### src/rtl/slave_arbiter.sv
// Per-slave round-robin arbiter: one-hot session grant held until slave_mux signals finish.
// Optional session watchdog enabled by defining SLAVE_ARBITER_TIMEOUT_EN.
module slave_arbiter #(
  parameter int QTY_OF_DEVICES = 4,
  parameter int TIMEOUT_CYCLES = 256
) (
  input  logic                      clk,
  input  logic                      rst,
  input  logic [QTY_OF_DEVICES-1:0] master_req,
  input  logic                      session_is_finished,
  output logic [QTY_OF_DEVICES-1:0] granted_master,
  output logic                      arb_busy,
  output logic                      timeout_err
);

  localparam int PW = $clog2(QTY_OF_DEVICES);

  if (QTY_OF_DEVICES < 2 || TIMEOUT_CYCLES < 2) begin : g_param_check
    $error("slave_arbiter: QTY_OF_DEVICES and TIMEOUT_CYCLES must both be >= 2");
  end

  typedef enum logic {IDLE = 1'b0, BUSY = 1'b1} state_t;

  state_t                    state_q;
  logic [QTY_OF_DEVICES-1:0] grant_q;
  logic [PW-1:0]             ptr_q;
  logic [PW-1:0]             win_q;
  logic                      timeout_err_q;

  logic                      found_d;
  logic [PW-1:0]             win_idx_d;
  logic [QTY_OF_DEVICES-1:0] grant_onehot_d;
  logic [PW-1:0]             ptr_next_d;
  logic [PW:0]               sum_d;
  logic [PW-1:0]             idx_d;

`ifdef SLAVE_ARBITER_TIMEOUT_EN
  localparam int WW = (TIMEOUT_CYCLES > 2) ? $clog2(TIMEOUT_CYCLES) : 1;
  logic [WW-1:0] wd_cnt_q;
`endif

  // Round-robin search starting at ptr_q; sum never exceeds 2*QTY-2 so PW+1 bits suffice.
  always_comb begin
    found_d   = 1'b0;
    win_idx_d = '0;
    sum_d     = '0;
    idx_d     = '0;
    for (int off = 0; off < QTY_OF_DEVICES; off++) begin
      sum_d = {1'b0, ptr_q} + (PW+1)'(off);
      if (sum_d >= (PW+1)'(QTY_OF_DEVICES)) begin
        sum_d = sum_d - (PW+1)'(QTY_OF_DEVICES);
      end else begin
        sum_d = sum_d;
      end
      idx_d = sum_d[PW-1:0];
      if (!found_d && master_req[idx_d]) begin
        found_d   = 1'b1;
        win_idx_d = idx_d;
      end else begin
        found_d   = found_d;
      end
    end
  end

  // Winner decode and post-session pointer advance (wraps at QTY-1).
  always_comb begin
    grant_onehot_d = QTY_OF_DEVICES'(1) << win_idx_d;
    if (win_q == PW'(QTY_OF_DEVICES - 1)) begin
      ptr_next_d = '0;
    end else begin
      ptr_next_d = win_q + PW'(1);
    end
  end

  // Arbitration FSM with session hold, release and optional watchdog abort.
  always_ff @(posedge clk) begin
    if (rst) begin
      state_q       <= IDLE;
      grant_q       <= '0;
      ptr_q         <= '0;
      win_q         <= '0;
      timeout_err_q <= 1'b0;
`ifdef SLAVE_ARBITER_TIMEOUT_EN
      wd_cnt_q      <= '0;
`endif
    end else begin
      timeout_err_q <= 1'b0;
      case (state_q)
        IDLE: begin
          if (found_d) begin
            grant_q <= grant_onehot_d;
            win_q   <= win_idx_d;
            state_q <= BUSY;
`ifdef SLAVE_ARBITER_TIMEOUT_EN
            wd_cnt_q <= '0;
`endif
          end
        end
        BUSY: begin
          if (session_is_finished) begin
            grant_q <= '0;
            ptr_q   <= ptr_next_d;
            state_q <= IDLE;
`ifdef SLAVE_ARBITER_TIMEOUT_EN
          end else if (wd_cnt_q == WW'(TIMEOUT_CYCLES - 1)) begin
            grant_q       <= '0;
            ptr_q         <= ptr_next_d;
            state_q       <= IDLE;
            timeout_err_q <= 1'b1;
          end else begin
            wd_cnt_q <= wd_cnt_q + WW'(1);
`endif
          end
        end
        default: begin
          state_q <= IDLE;
          grant_q <= '0;
        end
      endcase
    end
  end

  // Finish masks the grant in the same cycle so slave_mux never sees a stale owner.
  assign granted_master = grant_q & ~{QTY_OF_DEVICES{session_is_finished}};
  assign arb_busy       = (state_q == BUSY);
  assign timeout_err    = timeout_err_q;

endmodule

### config.mk
export PLATFORM = sky130hd
export DESIGN_NAME = slave_arbiter
export DESIGN_NICKNAME = d
export VERILOG_FILES = /design/src/rtl/slave_arbiter.sv
export SDC_FILE = /design/constraint.sdc
export NUM_CORES = 1
export LEC_CHECK = 0
export CAP_MARGIN = 30
export CORE_AREA = 2 2 39 41
export DETAILED_ROUTE_END_ITERATION = 8
export DIE_AREA = 0 0 41 43
export HOLD_SLACK_MARGIN = 0.05
export PLACE_DENSITY_LB_ADDON = 0.25
export SLEW_MARGIN = 20
export SYNTH_ARGS = -nofsm -noshare
export SYNTH_HDL_FRONTEND = slang
export SYNTH_SLANG_ARGS = --single-unit
### constraint.sdc
create_clock -name clk -period 1.8 [get_ports clk]
set_clock_uncertainty 0.2 [all_clocks]
set_input_delay 0.36 -clock clk [delete_from_list [all_inputs] [get_ports clk]]
set_output_delay 0.36 -clock clk [all_outputs]
set_load 0.02 [all_outputs]
==> impl_metrics.tcl <==
set metrics [dict create \
    fin_tns_setup_ps 0 \
    yosysWarnings 0 \
    drt-total-wl_mm 1.07 \
    maxSlewViolCount 0 \
    vias 468 \
    ys_seq_elements 9 \
    rsz0062_at_grt "false" \
    fin_cells 92 \
    io_buffers 11 \
    synth-edff-count 0 \
    end_kind "output port" \
    critical_path_arrival_ps 1190 \
    synth_fp_nets 64 \
    placementRows 14 \
    drive_above_1_share_pct 28.9 \
    crit_type "reg -> out" \
    clk_latency_ps 260 \
    post_cts.repair.setup_buffers 0 \
    clock.fmax_mhz 570 \
    ys_types 27 \
    cp_cell_sequence "clkdlybuf4s50_1" \
    syn_to_final_growth_pct 38.6 \
    slowest_stage "clkdlybuf4s50_1" \
    slowest_delay_ps 600 \
    die_w_um 41 \
    yosysSeqAreaShare_pct 35.0 \
    worst_path_dominant_cell_family "buffers and inverters" \
    hp-class "reg -> reg" \
    ctsRootBufferMaster "clkbuf_4" \
    reg2reg_depth 3 \
    grt_pass1_vias 470 \
    die_h_um 43 \
    synthTopCellsByCount "dfxtp_1 (9), nor2b_1 (8), nand2_1 (5)" \
    yosys.area.top_type "dfxtp_1" \
    pin_count 13 \
    multi_input_area_um2 310 \
    synth-main-ff-cell "dfxtp_1" \
    clk_path_buf_depth 2 \
    cts_buffers 3 \
    antenna_found_initial 0 \
    grt_overflow 0 \
    fill_cells 149 \
    min_period_ps 1750 \
    synth_most_common_cell "dfxtp_1" \
    worstSetupPathDepth 1 \
    dieArea_um2 1760 \
    maxCapViolations 0 \
    n_antenna_cell 0 \
    synth_top_area_share_pct 35.0 \
    startpoint_type "flop" \
    cts_tree "yes" \
    grt_max_degree 11 \
    hpwl_um 839 \
    whs_path_depth 2 \
    antenna_left 0 \
    final_nets 85 \
    clkSinkCount 9 \
    clk_pin_slew_worst_paths_ps 70 \
    finalCritPeriodShare_pct 97.5 \
    grt_pass1_wl_mm 1.84 \
    crit_required_ps 1240 \
    cp_max_fo 2 \
    viasPerCell 5.09 \
    p_leak_nw 0.296 \
    power.density_nw_per_um2 690 \
    grt_usage_pct 15.4 \
    initial_utilization_pct 37.3 \
    synth_area_um2 515 \
    syn_avg_cell_area_um2 9.21 \
    drtIter0Drc 5 \
    synthCells 56 \
    crit_buf_inv 1 \
    synthTopCellsByArea "dfxtp_1 (35%), nor2b_1 (9.7%), o41ai_2 (6.3%), a21oi_1 (3.9%), a221o_1 (3.9%)" \
    synthArstFlopShare_pct 0 \
    status "finished clean" \
    drc_errors 0 \
    finalSetupViolations 0 \
    core_um2 1380 \
    numPlacedInstances 88 \
    cts_max_level 1 \
    hold_viol 0 \
    peakVddDrop_v 0.000379 \
    drt_pass1_iterations 4 \
    routedWlPerCell_um 11.6 \
    place.gp.congestion 0.801 \
    seqCellArea_um2 180 \
]
[metal layers]
metal	vias to the layer above	global-route usage, %	routed length (µm)	part of all wire [%]
met5	-	0	0	0
met4	0	10.0	10	0.94
met3	2	3.14	47	4.4
met2	12	22.2	512	48
met1	212	19.8	497	47
li1	242	-	-	-
[logic make-up after synthesis]
kind of cell	synth area share (%)
AND/OR/NAND/NOR	30.8
AO/OA/AOI/OAI	20.4
flip-flops	35.0
buffers and inverters	5.83
multiplexers	4.85
adder cells (fa/ha/maj)	2.43
other	0.727
[state kept, by name, summed over array words and instances (netlist names)]
register	flops
ptr_q	2
win_q	2
arb_busy	1
grant_q	4
[layout make-up]
class | instances | share of cell area [%]
Multi-Input combinational cell | 42 | 43.4
Sequential cell | 9 | 25.2
Timing Repair Buffer | 19 | 23.6
Clock buffer | 3 | 3.15
Tap cell | 16 | 2.80
Inverter | 2 | 1.05
Clock inverter | 1 | 0.701
[where the power goes]
group          switching [mW]  internal, mW  total (mW)
Combinational          0.0556        0.0583       0.114
Clock                  0.0786        0.0821       0.161
Sequential            0.00686         0.212       0.218
Total                   0.141         0.352       0.493
[metrics by stage]
stage               power (mW)  area (µm²)  hold slack [ps]  setup WS [ps]  util, %
finish                   0.493         714              262           45.4     51.6
global route             0.515         714              288           11.3     51.6
CTS                      0.496         714              263           35.1     51.6
detailed placement       0.340         683              253           -379     49.4
global placement         0.339         683              250           -374     49.4
floorplan                0.289         515              240            133        -
[worst paths after layout]
kind	from	endpoint	slack (ps)
min	win_q[1]$_SDFFE_PP0P_	win_q[1]$_SDFFE_PP0P_	260
max reg2reg	ptr_q[1]$_SDFFE_PP0P_	grant_q[1]$_SDFFE_PP0P_	140
min reg2reg	win_q[1]$_SDFFE_PP0P_	win_q[1]$_SDFFE_PP0P_	260
max	arb_busy$_SDFF_PP0_	arb_busy	50
[timing repair]
item                       4_1_cts  5_1_grt
gates resized for setup         18        0
hold buffers                     0        0
setup endpoints to repair       10        0
[cells in the final DEF (no fill, tap or decap), types with 2 or more instances in the layout]
master	instances
a21oi_1	4
a221o_1	2
a32o_1	2
buf_4	8
clkbuf_4	3
clkdlybuf4s15_2	4
clkdlybuf4s50_1	2
dfxtp_1	9
dlygate4sd2_1	5
inv_1	2
nand2_1	5
nand3b_1	2
nand4b_1	2
nor2_1	2
nor2b_1	8
o41ai_2	2
Power figures use the tool's default switching activity.
